$ cat config.mk
export PLATFORM = sky130hd
export DESIGN_NAME = bin2bcd_seq_flat
export DESIGN_NICKNAME = d
export VERILOG_FILES = /design/src/rtl/bin2bcd_seq_if.sv /design/src/rtl/bin2bcd_seq.sv /design/src/flat_wrapper.sv
export SDC_FILE = /design/constraint.sdc
export NUM_CORES = 1
export LEC_CHECK = 0
export ABC_AREA = 1
export BUFFER_PORTS_ARGS = -buffer_cell sky130_fd_sc_hd__buf_2
export CORE_MARGIN = 3
export CORE_UTILIZATION = 40
export DETAILED_ROUTE_END_ITERATION = 6
export GPL_TIMING_DRIVEN = 0
export PLACE_DENSITY = 0.61
export SLEW_MARGIN = 20
export SYNTH_ARGS = -nofsm -noshare
export SYNTH_HDL_FRONTEND = slang
export SYNTH_SLANG_ARGS = --single-unit
$ cat constraint.sdc
create_clock -name clk -period 1.8 [get_ports clk]
set_clock_uncertainty 0.15 [all_clocks]
set_input_delay 0.09 -clock clk [delete_from_list [all_inputs] [get_ports clk]]
set_output_delay 0.09 -clock clk [all_outputs]
set_load 0.05 [all_outputs]
$ cat src/rtl/bin2bcd_seq_if.sv
// Handshake/result bundle for bin2bcd_seq.
// BIN2BCD_BLANK_EN adds the registered leading-zero blanking vector.
interface bin2bcd_seq_if #(
  parameter int WIDTH  = 16,
  parameter int DIGITS = 5
);
  logic                  start;
  logic [WIDTH-1:0]      x;
  logic                  busy;
  logic                  done;
  logic [4*DIGITS-1:0]   bcd;
  logic                  overflow;
`ifdef BIN2BCD_BLANK_EN
  logic [DIGITS-1:0]     blank;

  modport master (
    output start, x,
    input  busy, done, bcd, overflow, blank
  );

  modport slave (
    input  start, x,
    output busy, done, bcd, overflow, blank
  );
`else
  modport master (
    output start, x,
    input  busy, done, bcd, overflow
  );

  modport slave (
    input  start, x,
    output busy, done, bcd, overflow
  );
`endif
endinterface

$ cat src/rtl/bin2bcd_seq.sv
// Sequential double-dabble binary-to-BCD converter, one input bit per clock.
// Optional BIN2BCD_BLANK_EN adds a leading-zero blanking output on the interface.
module bin2bcd_seq #(
  parameter int WIDTH  = 16,
  parameter int DIGITS = 5
) (
  input  logic          clk,
  input  logic          rst,
  bin2bcd_seq_if.slave  bus
);

  localparam int BW = 4 * DIGITS;
  localparam int CW = (WIDTH > 1) ? $clog2(WIDTH) : 1;

  generate
    if (WIDTH < 2 || WIDTH > 32 || DIGITS < 1 || DIGITS > 10) begin : g_param_check
      $error("bin2bcd_seq: WIDTH must be 2..32 and DIGITS 1..10");
    end
  endgenerate

  typedef enum logic [1:0] {
    IDLE  = 2'd0,
    SHIFT = 2'd1,
    DONE  = 2'd2
  } state_e;

  state_e           state_q, state_d;
  logic [WIDTH-1:0] bin_q, bin_d;
  logic [BW-1:0]    acc_q, acc_d;
  logic [CW-1:0]    cnt_q, cnt_d;
  logic             ovf_q, ovf_d;
  logic [BW-1:0]    bcd_q, bcd_d;
  logic             overflow_q, overflow_d;
  logic [BW-1:0]    adj;
  logic [BW-1:0]    acc_sh;
`ifdef BIN2BCD_BLANK_EN
  logic [DIGITS-1:0] blank_q, blank_d;
  logic [DIGITS-1:0] blank_nx;
  logic              zero_run;
`endif

  always_ff @(posedge clk or posedge rst) begin
    if (rst) begin
      state_q    <= IDLE;
      bin_q      <= '0;
      acc_q      <= '0;
      cnt_q      <= '0;
      ovf_q      <= 1'b0;
      bcd_q      <= '0;
      overflow_q <= 1'b0;
`ifdef BIN2BCD_BLANK_EN
      blank_q    <= ~DIGITS'(1);
`endif
    end else begin
      state_q    <= state_d;
      bin_q      <= bin_d;
      acc_q      <= acc_d;
      cnt_q      <= cnt_d;
      ovf_q      <= ovf_d;
      bcd_q      <= bcd_d;
      overflow_q <= overflow_d;
`ifdef BIN2BCD_BLANK_EN
      blank_q    <= blank_d;
`endif
    end
  end

  always_comb begin
    state_d    = state_q;
    bin_d      = bin_q;
    acc_d      = acc_q;
    cnt_d      = cnt_q;
    ovf_d      = ovf_q;
    bcd_d      = bcd_q;
    overflow_d = overflow_q;

    // Per-digit add-3 with no inter-digit carry, then shift in the next binary MSB.
    adj = acc_q;
    for (int unsigned k = 0; k < DIGITS; k++) begin
      if (acc_q[4*k +: 4] >= 4'd5) begin
        adj[4*k +: 4] = acc_q[4*k +: 4] + 4'd3;
      end
    end
    acc_sh = {adj[BW-2:0], bin_q[WIDTH-1]};

`ifdef BIN2BCD_BLANK_EN
    blank_d  = blank_q;
    blank_nx = '0;
    zero_run = 1'b1;
    for (int unsigned k = DIGITS - 1; k >= 1; k--) begin
      zero_run    = zero_run & (acc_sh[4*k +: 4] == 4'd0);
      blank_nx[k] = zero_run;
    end
`endif

    case (state_q)
      IDLE, DONE: begin
        if (bus.start) begin
          bin_d   = bus.x;
          acc_d   = '0;
          ovf_d   = 1'b0;
          cnt_d   = CW'(WIDTH - 1);
          state_d = SHIFT;
        end else begin
          state_d = IDLE;
        end
      end
      SHIFT: begin
        bin_d = bin_q << 1;
        acc_d = acc_sh;
        ovf_d = ovf_q | adj[BW-1];
        cnt_d = cnt_q - CW'(1);
        if (cnt_q == '0) begin
          bcd_d      = acc_sh;
          overflow_d = ovf_q | adj[BW-1];
`ifdef BIN2BCD_BLANK_EN
          blank_d    = blank_nx;
`endif
          state_d    = DONE;
        end
      end
      default: state_d = IDLE;
    endcase
  end

  assign bus.busy     = (state_q == SHIFT);
  assign bus.done     = (state_q == DONE);
  assign bus.bcd      = bcd_q;
  assign bus.overflow = overflow_q;
`ifdef BIN2BCD_BLANK_EN
  assign bus.blank    = blank_q;
`endif

endmodule

$ cat src/flat_wrapper.sv
// flat-port wrapper written by rule: the top's interface ports become plain ports
module bin2bcd_seq_flat 
#(
  parameter int WIDTH  = 16,
  parameter int DIGITS = 5
)
  (clk, rst, bus_start, bus_x, bus_busy, bus_done, bus_bcd, bus_overflow);
  bin2bcd_seq_if #(.WIDTH(WIDTH), .DIGITS(DIGITS)) bus_i ();
  input  logic clk;
  input  logic rst;
  input wire logic [$bits(bus_i.start)-1:0] bus_start;
  input wire logic [$bits(bus_i.x)-1:0] bus_x;
  output wire logic [$bits(bus_i.busy)-1:0] bus_busy;
  output wire logic [$bits(bus_i.done)-1:0] bus_done;
  output wire logic [$bits(bus_i.bcd)-1:0] bus_bcd;
  output wire logic [$bits(bus_i.overflow)-1:0] bus_overflow;
  assign bus_i.start = bus_start;
  assign bus_i.x = bus_x;
  assign bus_busy = bus_i.busy;
  assign bus_done = bus_i.done;
  assign bus_bcd = bus_i.bcd;
  assign bus_overflow = bus_i.overflow;
  bin2bcd_seq #(.WIDTH(WIDTH), .DIGITS(DIGITS)) u_core (.clk(clk), .rst(rst), .bus(bus_i));
endmodule
After elaboration in Yosys (flattened, before gate mapping)
Index checks and enable logic that the tools add are counted.

Add/subtract/negate cells: 6. Order comparisons: 5. Eq/ne operators: 4. Mux-type cells: 16. Bitwise operators: 1. Reductions and logical operators: 6.

Operator list (count): one-hot mux 20 bit (2 select lines) (1); one-hot mux 16 bit (2 select lines) (1); two-way mux 4 bit (6); adder 4 x 2 -> 4 bit (second input constant) (5); >= comparator 4 x 3 -> 1 bit (second input constant) (5); two-way mux 20 bit (1); two-way mux 16 bit (1); one-hot mux 4 bit (2 select lines) (1); logical NOT 4 bit (1); one-hot mux 2 bit (2 select lines) (1); AND reduction 2 bit (2); subtractor 4 x 1 -> 4 bit (second input constant) (1); equality test 2 x 1 -> 1 bit (second input constant) (1); equality test 2 bit (second input constant) (1); logical NOT 2 bit (1); two-way mux 1 bit (2); two-way mux 2 bit (1); inequality test 2 x 1 -> 1 bit (second input constant) (1); inequality test 2 bit (second input constant) (1); one-hot mux 1 bit (2 select lines) (1); nonzero test 2 bit (1); OR reduction 2 bit (1); bitwise OR 1 bit (1).

Flip-flop bits (word level): 64. Input port bits: 19. Output and inout bits: 23.

Logic depth before layout (Yosys ltp)
Word-level depth: 4. Mapped depth: 10. Depth with buffers taken out: 10.

Least setup slack after synthesis
Ideal clock, no wire load.

Path type: flip-flop to flip-flop. From: register u_core.acc_q[0]. To: register u_core.acc_q[1]. Library setup time: 65 ps. Data arrival time: 1241 ps. Required time: 1585 ps. Path slack: 344 ps. Cell stages (with the launch flop): 9. Buffers on the path: 0. Clock period less this slack: 1456 ps. Path through: dfrtp_1 > inv_1 > ha_1 > inv_1 > o21ai_0 > nand2_1 > nand2_1 > nand3_1 > nand2_1.

Longest elaborated chain between the ends: 3.

RTL lines: from (decl) (line bin2bcd_seq.sv:29) `logic [BW-1:0] acc_q, acc_d;`; from (signal assigned) (line bin2bcd_seq.sv:46) `acc_q <= '0;`; from (signal assigned) (line bin2bcd_seq.sv:57) `acc_q <= acc_d;`; adder 4 x 2 -> 4 bit or >= comparator 4 x 3 -> 1 bit (tied branches) (line bin2bcd_seq.sv:81, bin2bcd_seq.sv:80); two-way mux 4 bit (*) (line bin2bcd_seq.sv:80) `if (acc_q[4*k +: 4] >= 4'd5) begin`; one-hot mux 20 bit (2 select lines) (*) (line bin2bcd_seq.sv:96) `case (state_q)`.

Every way passes the cells marked *; elsewhere a longest branch is shown, timed or not. A chain may end at the register's enable or synchronous reset.

Worst setup path in the final report
From: register u_core.acc_q[12]. To: register u_core.acc_q[13].

The elaborated chain is that of the path after synthesis.

==> impl_results.md <==
- ANT nets after route: 0
- Routed length per placed instance: 12.5 um
- Ys Warns: 0
- CP Data Arrival Time: 1780 ps
- Crit Path Max Fanout: 6
- Via count: 2,637
- Met2 routed WL: 3.29 mm
- Metal3 WL: 269 um
- Worst Setup Start Kind: flop
- Crit path kind: flop to flop
- Layout cells sized above 1: 15.9%
- Maximum vdd drop: 0.000755 V
- Initial antenna violation count: 0
- CP max stage cell: dfrtp_1
- FF+latch count, synth: 64
- Syn Nets: 404
- Data required, critical path: 1910 ps
- 1st-pass router iterations: 4
- Post-synth cell types: 24
- Avg Cell Area, Syn: 8.23 um^2
- Fmax: 600 MHz
- Largest net degree at the start of global routing: 34
- Sequential share of the synthesized area: 52.0%
- Slew Limit Fails: 0
- Initial Util: 41.8%
- Fill cells: 723
- Die area: 8780 um^2
- CP Cell Sequence: inv_1 > ha_1 > inv_1 > o21ai_0 > nand2_1 > nand2_1 > nand3_1 > nand2_1
- Final period utilization: 92.5%
- WL final: 6.84 mm
- Synthesized cell area: 3080 um^2
- 1st-iter DRT viols: 95
- Buf/Inv on CP: 2
- I/O Buffers: 41
- First-pass GRT wire length: 11.9 mm
- RSZ-0062 raised after global routing: no
- Most common cell after layout, fill and taps aside: nand2_1
- Max cap viols: 0
- Most frequent cells in the layout: nand2_1 (147), dfrtp_1 (64), nand3_1 (51)
- Cell mode on critical path: nand2_1
- Finish-stage setup viols: 0
- Tmin final: 1670 ps
- Rows: 31
- Worst Tran Pin Value: 701 ps
- Worst-Skew Late Latency: 330 ps
- Via/cell ratio: 4.83
- DR DRC count: 0
- I/O pin count: 42
- Synth-to-Final Area Change: 22.3%
- Antenna diodes: 0
- Vias in the first global route: 2,603
- HP Class: primary input to async pin
- Delay-heaviest family, CP: flip-flops
- Clock-pin slew on the worst setup and hold paths: 60 ps
- CTS max path bufs: 2
- Grt total ovfl: 0
- Cts bufs inserted: 9
- Hold_ws: 263 ps
- GRT Resource Usage Total: 17.3%
- CTS Root Cell: clkbuf_8
- Static Leakage: 1.99 nW
- WL met1: 3.18 mm
- TritonCTS clock tree: yes
- Nets: 474
- Setup_tns: 0 ps
- Core ar.: 7370 um^2
- Die X: 93.7 um
- Clk sink count: 64
- Routability cong.: 0.831
- Syn Inst Count: 374
- Status: complete, no violations
- H-tree levels: 3
- PwrDens: 1930 nW/um^2
- Height of the die: 93.7 um
- Final Hold Viols: 0
- Top Metal Used: met4
- Crit-path max cell delay: 450 ps
- Worst rel slew slack: 53.2%
- Detailed Place HPWL: 4.82 mm
- Critical Path End Type: flop
## through the flow
step                      utilization (%)  setup WS, ps  power, mW  std cells  area, um^2
after global routing                 51.1          23.4       7.97        546        3760
after detailed placement             46.6           163       6.25        515        3430
after global placement               46.3           209       6.13        514        3410
after CTS                            51.1          60.3       7.33        546        3760
after floorplan                         -           344       5.35        374        3080
final                                51.1           135       7.28        546        3760
## final timing paths
kind / cells past startpoint / start / slack, ps / end
max in group asynchronous: 4 / rst / 640 / u_core.bus.bcd[4]
worst max register to register: 8 / u_core.acc_q[12] / 130 / u_core.acc_q[13]
min in group clk: 2 / u_core.bus.bcd[13] / 320 / u_core.bus.bcd[13]
worst min-delay path: 3 / rst / 260 / u_core.bin_q[7]
worst max-delay path: 8 / u_core.acc_q[12] / 130 / u_core.acc_q[13]
worst min register to register: 2 / u_core.bus.bcd[13] / 320 / u_core.bus.bcd[13]
## worst register-to-register path: stages (launching register included)
cell	delay [ps]
dfrtp_1	450
inv_1	110
ha_1	140
inv_1	60
o21ai_0	260
nand2_1	160
nand2_1	110
nand3_1	80
nand2_1	70
## cell usage after synthesis
master	count	area share, %
ha_1	11	4.5
nand3_1	51	8.3
a31oi_1	1	0.20
inv_1	34	4.1
o21ai_0	24	3.9
o22ai_1	3	0.61
a21oi_1	6	0.98
buf_2	5	0.81
nor2_2	1	0.20
o211ai_1	7	1.7
o21ai_1	1	0.16
o221ai_1	1	0.28
buf_8	1	0.49
a22oi_1	1	0.24
inv_2	3	0.37
buf_6	2	0.73
nor2_1	3	0.37
nand2_2	1	0.20
o21ai_2	1	0.28
dfrtp_1	64	52
buf_4	4	0.98
a22o_1	1	0.28
nand2_1	147	18
mux2i_1	1	0.33
## routing by layer
| metal | vias to the layer above | GRT usage (%) |
|---|---|---|
| met1 | 1231 | 21.6 |
| li1 | 1347 | - |
| met4 | 0 | 6.38 |
| met5 | - | 0 |
| met2 | 49 | 28.9 |
| met3 | 10 | 4.33 |
## registers in the layout, summed over array words and instances, names as in the netlist
register / cells
u_core.acc_q: 20
u_core.bin_q: 16
u_core.bus.bcd: 20
u_core.bus.overflow: 1
u_core.cnt_q: 4
u_core.ovf_q: 1
u_core.state_q: 2
## power breakdown
part	internal (mW)	switching, mW
Sequential	2.12	0.443
Clock	0.522	0.501
Combinational	1.14	2.55
Total	3.78	3.50
## timing repair
item / in CTS / in global routing
gates resized for setup: 1 / 4
hold buffers: 18 / 0
pin swaps: 0 / 0
hold endpoints to repair: 48 / 0
endpoints found under the setup margin: 1 / 5
setup buffers: 0 / 0
## layout make-up
class | instances | area [um^2] | share of cell area [%]
Clock buffer | 13 | 149 | 3.95
Inverter | 37 | 145 | 3.86
Buffer | 11 | 87.6 | 2.33
Sequential cell | 64 | 1600 | 42.5
Clock inverter | 1 | 5.00 | 0.133
Multi-Input combinational cell | 261 | 1240 | 33.1
Timing Repair Buffer | 60 | 408 | 10.8
Tap cell | 99 | 124 | 3.29
## logic make-up (layout without fill, tap and decap cells)
family / Yosys count / count (layout) / synth area share [%]
buffers and inverters: 49 / 122 / 7.52
muxes: 1 / 1 / 0.325
and+or+nand+nor: 203 / 203 / 27.0
adders and majority gates: 11 / 11 / 4.47
DFF: 64 / 64 / 52.0
AOI/OAI and AO/OA: 46 / 46 / 8.66
(Power assumes the default switching activity.)
